### config.mk
export PLATFORM = sky130hd
export DESIGN_NAME = wb_select_pipe_flat
export DESIGN_NICKNAME = d
export VERILOG_FILES = /design/src/rtl/wb_select_pipe_if.sv /design/src/rtl/wb_select_pipe.sv /design/src/flat_wrapper.sv
export SDC_FILE = /design/constraint.sdc
export NUM_CORES = 1
export LEC_CHECK = 0
export ABC_AREA = 1
export ABC_CLOCK_PERIOD_IN_PS = 2750
export CORE_UTILIZATION = 25
export CTS_CLUSTER_SIZE = 16
export DETAILED_ROUTE_END_ITERATION = 6
export GPL_TIMING_DRIVEN = 0
export SETUP_SLACK_MARGIN = 0.15
export SLEW_MARGIN = 20
export SYNTH_ARGS = -nofsm -noshare
export SYNTH_HDL_FRONTEND = slang
export SYNTH_SLANG_ARGS = --single-unit
### constraint.sdc
create_clock -name clk -period 2.75 [get_ports clk]
set_input_delay 0.55 -clock clk [delete_from_list [all_inputs] [get_ports clk]]
set_output_delay 0.55 -clock clk [all_outputs]
set_load 0.02 [all_outputs]
### src/rtl/wb_select_pipe_if.sv
// wb_select_pipe_if: source-select inputs, result output and status bundle for wb_select_pipe
interface wb_select_pipe_if #(
  parameter int WIDTH = 8,
  parameter int NSRC  = 2,
  parameter int SELW  = 1,
  parameter int TAGW  = 3,
  parameter int CNTW  = 16
);
  logic [NSRC*WIDTH-1:0] src_data;
  logic [SELW-1:0]       sel;
  logic [TAGW-1:0]       in_tag;
  logic                  in_valid;
  logic                  in_ready;
  logic [WIDTH-1:0]      out_data;
  logic [TAGW-1:0]       out_tag;
  logic                  out_valid;
  logic                  out_ready;
  logic [CNTW-1:0]       xfer_count;
  logic                  sel_err;
  modport slave (
    input  src_data, sel, in_tag, in_valid, out_ready,
    output in_ready, out_data, out_tag, out_valid, xfer_count, sel_err
  );
  modport master (
    output src_data, sel, in_tag, in_valid, out_ready,
    input  in_ready, out_data, out_tag, out_valid, xfer_count, sel_err
  );
endinterface

### src/rtl/wb_select_pipe.sv
// wb_select_pipe: registered writeback source select with 2-entry skid buffer; WB_SELECT_CHECK_EN enables sticky sel_err
module wb_select_pipe #(
  parameter int WIDTH = 8,
  parameter int NSRC  = 2,
  parameter int SELW  = 1,
  parameter int TAGW  = 3,
  parameter int CNTW  = 16
) (
  input logic              clk,
  input logic              rst,
  wb_select_pipe_if.slave  bus
);
  logic [WIDTH-1:0] data_q, data_d, skid_data_q, skid_data_d, sel_data;
  logic [TAGW-1:0]  tag_q, tag_d, skid_tag_q, skid_tag_d;
  logic             valid_q, valid_d, skid_valid_q, skid_valid_d;
  logic [CNTW-1:0]  cnt_q, cnt_d;
  logic [SELW-1:0]  sel;
  logic             sel_ok, acc, dlv;
  assign sel      = bus.sel;
  assign sel_ok   = 32'(sel) < NSRC;
  assign sel_data = sel_ok ? bus.src_data[sel*WIDTH +: WIDTH] : '0;
  assign acc      = bus.in_valid & ~skid_valid_q;
  assign dlv      = valid_q & bus.out_ready;
  assign bus.in_ready   = ~skid_valid_q;
  assign bus.out_data   = data_q;
  assign bus.out_tag    = tag_q;
  assign bus.out_valid  = valid_q;
  assign bus.xfer_count = cnt_q;
  // next state: skid refills main first, otherwise a new word lands in main if it frees up, else in skid
  always_comb begin
    data_d       = data_q;
    tag_d        = tag_q;
    valid_d      = valid_q;
    skid_data_d  = skid_data_q;
    skid_tag_d   = skid_tag_q;
    skid_valid_d = skid_valid_q;
    cnt_d        = acc ? cnt_q + CNTW'(1) : cnt_q;
    if (dlv && skid_valid_q) begin
      data_d       = skid_data_q;
      tag_d        = skid_tag_q;
      skid_valid_d = 1'b0;
    end else if (acc && (!valid_q || dlv)) begin
      data_d  = sel_data;
      tag_d   = bus.in_tag;
      valid_d = 1'b1;
    end else if (acc) begin
      skid_data_d  = sel_data;
      skid_tag_d   = bus.in_tag;
      skid_valid_d = 1'b1;
    end else if (dlv) begin
      valid_d = 1'b0;
    end
  end
  // state registers; reset drops any held words immediately
  always_ff @(posedge clk or posedge rst) begin
    if (rst) begin
      data_q       <= '0;
      tag_q        <= '0;
      valid_q      <= 1'b0;
      skid_data_q  <= '0;
      skid_tag_q   <= '0;
      skid_valid_q <= 1'b0;
      cnt_q        <= '0;
    end else begin
      data_q       <= data_d;
      tag_q        <= tag_d;
      valid_q      <= valid_d;
      skid_data_q  <= skid_data_d;
      skid_tag_q   <= skid_tag_d;
      skid_valid_q <= skid_valid_d;
      cnt_q        <= cnt_d;
    end
  end
`ifdef WB_SELECT_CHECK_EN
  logic err_q;
  // sticky flag for any accepted out-of-range select
  always_ff @(posedge clk or posedge rst) begin
    if (rst) err_q <= 1'b0;
    else if (acc && !sel_ok) err_q <= 1'b1;
  end
  assign bus.sel_err = err_q;
`else
  assign bus.sel_err = 1'b0;
`endif
endmodule

### src/flat_wrapper.sv
// flat-port wrapper written by rule: the top's interface ports become plain ports
module wb_select_pipe_flat 
#(
  parameter int WIDTH = 8,
  parameter int NSRC  = 2,
  parameter int SELW  = 1,
  parameter int TAGW  = 3,
  parameter int CNTW  = 16
)
  (clk, rst, bus_src_data, bus_sel, bus_in_tag, bus_in_valid, bus_out_ready, bus_in_ready, bus_out_data, bus_out_tag, bus_out_valid, bus_xfer_count, bus_sel_err);
  wb_select_pipe_if #(.WIDTH(WIDTH), .NSRC(NSRC), .SELW(SELW), .TAGW(TAGW), .CNTW(CNTW)) bus_i ();
  input logic clk;
  input logic rst;
  input wire logic [$bits(bus_i.src_data)-1:0] bus_src_data;
  input wire logic [$bits(bus_i.sel)-1:0] bus_sel;
  input wire logic [$bits(bus_i.in_tag)-1:0] bus_in_tag;
  input wire logic [$bits(bus_i.in_valid)-1:0] bus_in_valid;
  input wire logic [$bits(bus_i.out_ready)-1:0] bus_out_ready;
  output wire logic [$bits(bus_i.in_ready)-1:0] bus_in_ready;
  output wire logic [$bits(bus_i.out_data)-1:0] bus_out_data;
  output wire logic [$bits(bus_i.out_tag)-1:0] bus_out_tag;
  output wire logic [$bits(bus_i.out_valid)-1:0] bus_out_valid;
  output wire logic [$bits(bus_i.xfer_count)-1:0] bus_xfer_count;
  output wire logic [$bits(bus_i.sel_err)-1:0] bus_sel_err;
  assign bus_i.src_data = bus_src_data;
  assign bus_i.sel = bus_sel;
  assign bus_i.in_tag = bus_in_tag;
  assign bus_i.in_valid = bus_in_valid;
  assign bus_i.out_ready = bus_out_ready;
  assign bus_in_ready = bus_i.in_ready;
  assign bus_out_data = bus_i.out_data;
  assign bus_out_tag = bus_i.out_tag;
  assign bus_out_valid = bus_i.out_valid;
  assign bus_xfer_count = bus_i.xfer_count;
  assign bus_sel_err = bus_i.sel_err;
  wb_select_pipe #(.WIDTH(WIDTH), .NSRC(NSRC), .SELW(SELW), .TAGW(TAGW), .CNTW(CNTW)) u_core (.clk(clk), .rst(rst), .bus(bus_i));
endmodule
# ---- Word-level counts from Yosys, hierarchy flattened
# Cells that the tools add are included.
# Widths: inputs -> output; s select.
dict set report classes {
  addsub 1
  eq_ne 2
  n_shift 1
  muxes 10
  n_bitwise 5
  reduce_logical 10
}
# cell n
set op_table {}
lappend op_table {{$add 16x1->16 const B} 1}
lappend op_table {{$mux 8} 2}
lappend op_table {{$shiftx 16x5->8} 1}
lappend op_table {{$mux 1} 6}
lappend op_table {{$mux 3} 2}
lappend op_table {{$reduce_and 3->1} 2}
lappend op_table {{$reduce_bool 2->1} 3}
lappend op_table {{$not 1->1} 3}
lappend op_table {{$and 1x1->1} 2}
lappend op_table {{$logic_and 1x1->1} 2}
lappend op_table {{$ne 2x1->1 const B} 1}
lappend op_table {{$ne 2x2->1 const B} 1}
lappend op_table {{$reduce_and 2->1} 1}
lappend op_table {{$logic_not 1->1} 1}
lappend op_table {{$logic_or 1x1->1} 1}
dict set report word_totals {
  ff_bits 40
  in_bits 24
  out_inout_bits 30
  wordCells 36
}

# ---- Logic depth before layout (Yosys ltp)
# Gate-level depths: netlist (run 1).
dict set report logic_depth {
  depth_word 5
  mapped_depth 7
  mapped_depth_nobuf 7
}

# ---- Least setup slack after synthesis (run 1)
# Ideal clock, no wire load.
dict set report synth_timing {
  path_type {reg-to-reg}
  from {register u_core.cnt_q[0], in the netlist u_core.bus.xfer_count[0]}
  to {register u_core.cnt_q[10], in the netlist u_core.bus.xfer_count[10]}
  setup_ns 0.130
  arrival_time_ns 1.185
  required_time_ns 2.620
  slack_ns 1.434
  stages_incl_launch_ff 6
  path_buffers 0
  period_less_slack_ns 1.316
  path_cell_list {dfrtp_1 > ha_1 > nand3_1 > nor2_4 > nand2_1 > xnor2_1}
}
dict set report synth_via {
  elab_chain_cells 1
}
# item line_no
set synth_rtl {}
lappend synth_rtl {{start: declaration} wb_select_pipe.sv:16} ;# logic [CNTW-1:0] cnt_q, cnt_d;
lappend synth_rtl {{start signal: assignment} wb_select_pipe.sv:71} ;# cnt_q <= cnt_d;
lappend synth_rtl {{$add 16x1->16} wb_select_pipe.sv:37} ;# cnt_d = acc ? cnt_q + CNTW'(1) : cnt_q;
# Every way passes these cells.
# A chain may end at the register's enable or synchronous reset.

# ---- Worst setup path in the final report (run 1)
dict set report layout_timing {
  from {register u_core.skid_valid_q}
  to {output port bus_in_ready}
}
dict set report layout_via {
  elab_chain_cells 1
}
# item line_no
set layout_rtl {}
lappend layout_rtl {{start: declaration} wb_select_pipe.sv:15} ;# logic valid_q, valid_d, skid_valid_q, skid_valid_d;
lappend layout_rtl {{start signal: assignment} wb_select_pipe.sv:70} ;# skid_valid_q <= skid_valid_d;
lappend layout_rtl {{$not 1->1} wb_select_pipe.sv:24} ;# assign bus.in_ready = ~skid_valid_q;
lappend layout_rtl {{end: declaration} flat_wrapper.sv:19} ;# output wire logic [$bits(bus_i.in_ready)-1:0] bus_in_ready;
# Every way passes these cells.

==> metrics list, run 1 <==
- Status: completed
- After clock tree synthesis, the flow added hold-fix buffers numbering 0.
- Once placement finished, the instance area stood at 0.002681 mm2.
- Synthesis produced a netlist with a net count of roughly 280.
- Setup repair after global routing left no endpoint under its margin.
- The number of global-route vias before repair came to 1768.
* Largest fanout of any net on the critical path: 4
- The first global-routing pass estimated 8190 um of wire.
- The number of cells on the worst reg-to-reg path is 5.
* Most frequent cells after synthesis: nand2_1, dfrtp_1, inv_1, nor2_1, nand3_1
- The synthesized design spends more area on one cell type than any other, namely dfrtp_1.
- Share of final-layout standard cells stronger than drive strength 1: 8.946%
- Counting tap cells, the placed design contains a total of 407 instances.
- The finished layout holds a little over 400 standard cells, fillers aside.
- Floorplan core area: roughly 0.0078 mm2
- Upper clock frequency limit: 501.8 MHz
* Worst Setup End Kind: primary output
- The number of hold violations in the final report was 0.
* Overall overflow remaining after global route: 0
- Full die area: 0.008425 mm2
* Most used flip-flop cell after synthesis: dfrtp_1
- The count of buffers added on input and output ports is 51.
- Entering global routing, the biggest net connects 23 pins.
* GRT Overall Usage: 12.23%
- In this run the static leakage power is 1.274 nW.
* Insertion delay to the later sink of the worst-skew pair: 0.29 ns
- Clock-pin slew was measured on the worst setup and hold paths at 0.08 ns.
- Boundary Pins: between 50 and 60
- Crit path required time: around 2.2 ns
- Async set-reset flop share out of synthesis: 100.0%
- Path type of the worst setup path: register to primary output
- Summed over all failing endpoints, the final setup total negative slack is 0 ns.
- Maximum root-to-sink buffer count: 2
- In this run the most critical hold path is launched from u_core.bus.out_data[1].
- Post-synthesis average cell area: ~8 um2
- Final Instance Area: 0.002789 mm2
- The count of nets left with antenna violations once routing finished came out at 0.
* TritonCTS buffer count: 5
- Power after layout: 2.407 mW
* DRT Wirelength: around 4700 um
- Synthesis-to-layout area growth: 38.36%
* Max-cap violations: 0
- Number of cells on the worst hold path: 2
* Top cells by area, synth: dfrtp_1, nand2_1, inv_1
* Startpoint of the most critical setup path: u_core.skid_valid_q
* Cell area after synthesis: between 0.002 and 0.0025 mm2
- For the final database, setup skew stands at between 0.006 and 0.007 ns.
- DP Wirelength: 3537 um
* Number of resized instances in the post-cts repair step: 0
- Via density: 4.308
* Worst hold slack after final layout: approximately 0.48 ns
* Number of synthesized flops with an enable pin: 0
* Count of mapped cells out of synthesis: 253
- YS warnings: 0
* Max IR drop VDD: roughly 0.24 mV
- Minimum setup slack among reg-to-reg paths: about 1.4 ns
- Setup violations remaining at the end of the flow were counted as 0.
- The final layout contains about 340 nets.
- The startpoint identified for the worst register-to-register timing path is u_core.skid_valid_q.
- Initial Util: 25.95%
- Final routed wire length divided by cell count: 11.34 um
- The max-slew violation count came to 0.
- Num rows: 32
- The congestion estimate from routability-driven global placement came to between 0.8 and 0.9.
* Sequential fraction of the synthesis area: 49.66%
- The clock drives 40 sinks.
- Before antenna repair, the detailed router went through 4 iterations.
- Number of post-CTS setup repair buffers: 0
- The most common cell in the synthesized netlist is nand2_1.
- Die extent in y: slightly above 90 um
- H-Tree Depth: 2
* CTS root buf: clkbuf_8
* Ant. Diodes: 0
* Class of the most critical hold timing path: register to register
* Total DRC errors in the routed layout: 0
- CP startpoint kind: register
* Total of flip-flops plus latches after synthesis: 40
- Endpoint of the worst-slack reg-to-reg timing path: u_core.skid_data_q[0]
- Initial DRC Count: 82
- Unique masters post-synth: 24
- Area share of the largest cell type after synthesis: 49.66%
* Die extent in x: 91.79 um
* Total power per unit cell area: 863.1 mW/mm2
* Count of filler cells inserted in the layout: roughly 850
- TritonCTS built the clock tree.
- Data arrival time at the worst-slack endpoint: 1.44 ns
- The worst hold path terminates at u_core.bus.out_data[1].
* Tcrit/Tclk final: ~72%
- The number of antenna violations at the first check in global routing came to 0.
* Fin crit period: around 2 ns
- Summing over every cut layer, the via total after detailed routing is between 1500 and 2000.
registers in the layout, indices dropped and copies added (netlist names):
| name | count |
|---|---|
| u_core.bus.out_tag | 3 |
| u_core.bus.out_valid | 1 |
| u_core.skid_valid_q | 1 |
| u_core.bus.xfer_count | 16 |
| u_core.skid_data_q | 8 |
| u_core.bus.out_data | 8 |
| u_core.skid_tag_q | 3 |
worst max path at each step:
stage	to	slack [ns]	cells after the start
2_1_floorplan	u_core.bus.out_data[0]	1.28	1
3_3_place_gp	u_core.bus.out_tag[1]	0.31	2
3_5_place_dp	u_core.bus.out_data[6]	0.77	7
4_1_cts	bus_in_ready	0.75	2
5_1_grt	bus_in_ready	0.71	2
6_report	bus_in_ready	0.76	2
cells in the final DEF, fill, tap and decap left out, drive strengths merged:
cell,instances
a21oi,1
xnor2,4
a31oi,6
nor2,22
nand3b,2
conb,1
clkinv,2
o21ai,13
buf,7
nand3,15
dfrtp,40
ha,1
nand2,104
nor3,3
bufinv,1
inv,25
nand4,6
xor2,3
clkdlybuf4s50,51
clkbuf,6
layer usage:
metal | wire length (um) | track usage [%] | vias to the layer above
met5 | 0 | 0 | -
met4 | 91 | 4.297 | 0
met3 | 162 | 2.156 | 6
met2 | 2210 | 20.55 | 43
met1 | 2244 | 15.81 | 828
li1 | - | - | 911
report_power, final:
group / internal, mW / switching (mW) / leakage [nW]
sequential: 0.800 / 0.148 / 0.488
combinational: 0.442 / 0.540 / 0.732
clock: 0.270 / 0.208 / 0.0552
critical path: stages, from the launching register on:
cell and delay, ns:
dfrtp_1 0.42, clkinv_2 0.12, clkdlybuf4s50_1 0.61
metrics by stage:
| step | utilization (%) | setup slack (ns) |
|---|---|---|
| 5_1_grt | 35.91 | 0.7114 |
| 3_3_place_gp | 34.17 | 0.3106 |
| 3_5_place_dp | 34.52 | 0.7744 |
| 2_1_floorplan | - | 1.282 |
| 4_1_cts | 35.91 | 0.7455 |
| 6_report | 35.91 | 0.7571 |
layout make-up:
class | count | area (um2) | area share (%)
plain buffers | 6 | 51.30 | 1.839
clock buffers | 6 | 72.57 | 2.602
clock inverters | 2 | 35.03 | 1.256
inverters | 26 | 98.84 | 3.544
multi-input cells | 181 | 864.6 | 31.00
flip-flops and latches | 40 | 1001 | 35.89
well taps | 102 | 127.6 | 4.576
repair buffers | 52 | 538.0 | 19.29
cell families after synthesis:
logic type / Yosys count / synth area share [%]
simple gates: 152 / 33.52
flops: 40 / 49.66
buf+inv: 32 / 7.449
compound gates: 20 / 5.525
xor+xnor: 7 / 3.042
fa+ha+maj: 1 / 0.6206
other cells: 1 / 0.1860
Note: power is estimated with default switching activity, not from simulation.
==> run 2: changes to the inputs <==
ABC_CLOCK_PERIOD_IN_PS = 1870   (was 2750)
clock period = 1.87 ns   (was 2.75 ns; I/O delays follow)
==> run 2 against run 1 <==
  * Total power increased by 45%
  * First-iteration DRC count grew 3.7%
  * Sequential power is 47% higher
  * Clock skew about the same
  * Clock power increased by 47%
  * Non-clock buffer count stayed put
  * Die area is the same
  * Largest cell class unchanged
  * Count of clock-buffer cells in the layout unchanged
==> metrics list, run 2 (synthesis results as in run 1) <==
- CTS root buf: clkbuf_8
* Clock tree skew after final layout: between 0.006 and 0.007 ns
* Class of the most critical hold timing path: input pin to asynchronous set/reset pin
* Pin count of the biggest net entering global routing: 23
- The congestion estimate from routability-driven global placement came to 0.8194.
* Insertion delay to the later sink of the worst-skew pair: 0.29 ns
- Initial DRC Count: 85
- Setup repair after global routing left no endpoint under its margin.
- Die extent in y: approximately 90 um
- For this design, the slowest cell found on the critical path is clkdlybuf4s50_1.
* Upper clock frequency limit: approximately 600 MHz
- between 50 and 60 I/O pins were placed.
* Die extent in x: 91.79 um
* Ant. Diodes: 0
* Total of buffers placed on input and output ports: 51
- The largest single stage delay on the critical path is 0.62 ns.
* Share of final-layout standard cells stronger than drive strength 1: 8.946%
- Largest fanout of any net on the critical path: 3
- Max IR drop VDD: 0.3520 mV
* Net count reported at finish: 337
* Clock tree sinks: 40
* DRT Wirelength: between 4000 and 5000 um
- Total power per unit cell area: 1253 mW/mm2
- The core region is 0.007767 mm2.
* Max-slew violation count: 0
* TritonCTS buffer count: 5
- The first detailed-routing pass took 4 iterations.
- Minimum setup slack after placement: 0.07042 ns
- The library cells used most frequently in the layout, excluding fill and tap cells, are nand2_1, dfrtp_1, clkdlybuf4s50_1, inv_1, nor2_1.
* Minimum setup slack among reg-to-reg paths: 0.51 ns
- DP Wirelength: roughly 3500 um
* Worst Setup End Kind: primary output
- Setup violations remaining at the end of the flow were counted as 0.
* Count of nets left with antenna violations after detail routing: 0
* Synthesis-to-layout area growth: 38.42%
* Path type of the worst setup path: register to primary output
- The number of hold violations in the final report came to 0.
- The initial utilization of the core area, before any placement, comes to about a quarter.
- Row generation in the floorplan step produced 32 rows.
- The design draws 3.496 mW.
- CP startpoint kind: register
- The die covers 0.008425 mm2.
* Least setup slack across all paths after layout: between 0.2 and 0.25 ns
- For this run the aggregate overflow at the end of global routing stands at 0.
* Core occupancy in the finished layout: 35.92%
- For the worst setup path, the data required time is 1.50 ns.
- Of the available clock period, the critical path in the final layout requires about nine tenths.
- Via density: around 4.3
- The register with the most flip-flops in the layout has 16 of them.
- Broken down by cell family, the worst path's largest delay share belongs to buffers and inverters.
- The first global-routing pass estimated 8162 um of wire.
* Initial antenna violation count: 0
- H-Tree Depth: 2
- Final routed wire length divided by cell count: 11.41 um
- The tool flagged a number of max-cap violations equal to 0.
- In this run the static leakage power is ~1.4 nW.
* Cell-by-cell trace of the critical path: clkdlybuf4s50_1
- For this run, design rule violations remaining after detail routing come to 0.
- Number of buffers inserted by hold repair at cts: 0
* Number of global-route vias before repair: 1757
- Together, buffers and inverters on the worst path number 1.
* Status: completed
* Clock slew at the register clock pins of the worst setup and hold paths: about 0.080 ns
* TritonCTS clock tree: built
- Most common library cell in the layout ignoring fill and taps: nand2_1
- Maximum root-to-sink buffer count: 2
- Vias: 1794
- Data on the critical path arrives at its endpoint at 1.28 ns.
- GRT Overall Usage: 12.19%
* Fin crit period: 1.655 ns
* Number of post-CTS setup repair buffers: 0
[run 2: stage by stage]
step / instances / cell area (um2) / hold slack, ns / TNS (ns)
5_1_grt: 415 / 2790 / 0.4483 / 0
4_1_cts: 415 / 2775 / 0.4190 / 0
3_3_place_gp: 406 / 2654 / 0.4665 / -15.67
2_1_floorplan: 253 / 2016 / 0.4534 / 0
6_report: 415 / 2790 / 0.4086 / 0
3_5_place_dp: 407 / 2681 / 0.4686 / 0
[run 2: per-layer routing]
| metal | global-route usage (%) | vias up | wire length, um |
|---|---|---|---|
| li1 | - | 913 | - |
| met1 | 15.75 | 830 | 2230 |
| met2 | 20.49 | 45 | 2211 |
| met3 | 2.156 | 6 | 203 |
| met4 | 4.297 | 0 | 91 |
| met5 | 0 | - | 0 |
[run 2: path summary, 6_finish.rpt]
kind                                            from                        end  cells past startpoint
setup / recovery           u_core.bus.xfer_count[15]         bus_xfer_count[15]                      1
hold / removal                                   rst     u_core.bus.out_data[4]                      2
setup reg to reg                 u_core.skid_valid_q      u_core.skid_data_q[0]                      5
hold reg to reg               u_core.bus.out_data[1]     u_core.bus.out_data[1]                      2
max in group asynchronous                        rst  u_core.bus.xfer_count[13]                      3
min in group clk                             bus_sel      u_core.skid_data_q[2]                      3
[run 2: cell type report]
| cell class | instances | area, um2 |
|---|---|---|
| Tap cell | 102 | 127.6 |
| Sequential cell | 40 | 1001 |
| Timing Repair Buffer | 52 | 539.3 |
| Fill cell | 843 | 4977 |
| Clock buffer | 6 | 72.57 |
| Clock inverter | 2 | 35.03 |
| Buffer | 6 | 51.30 |
| Inverter | 26 | 98.84 |
| Multi-Input combinational cell | 181 | 864.6 |
[run 2: report_power, final]
group	leakage [nW]	internal (mW)	switching [mW]
Combinational	0.827	0.607	0.795
Sequential	0.488	1.18	0.215
Clock	0.0552	0.396	0.306
Total	1.37	2.18	1.32
[run 2: timing repair]
action,4_1_cts,5_1_grt
setup endpoints to repair,11,6
gates cloned,0,0
hold endpoints to repair,0,0
gates resized for setup,11,6
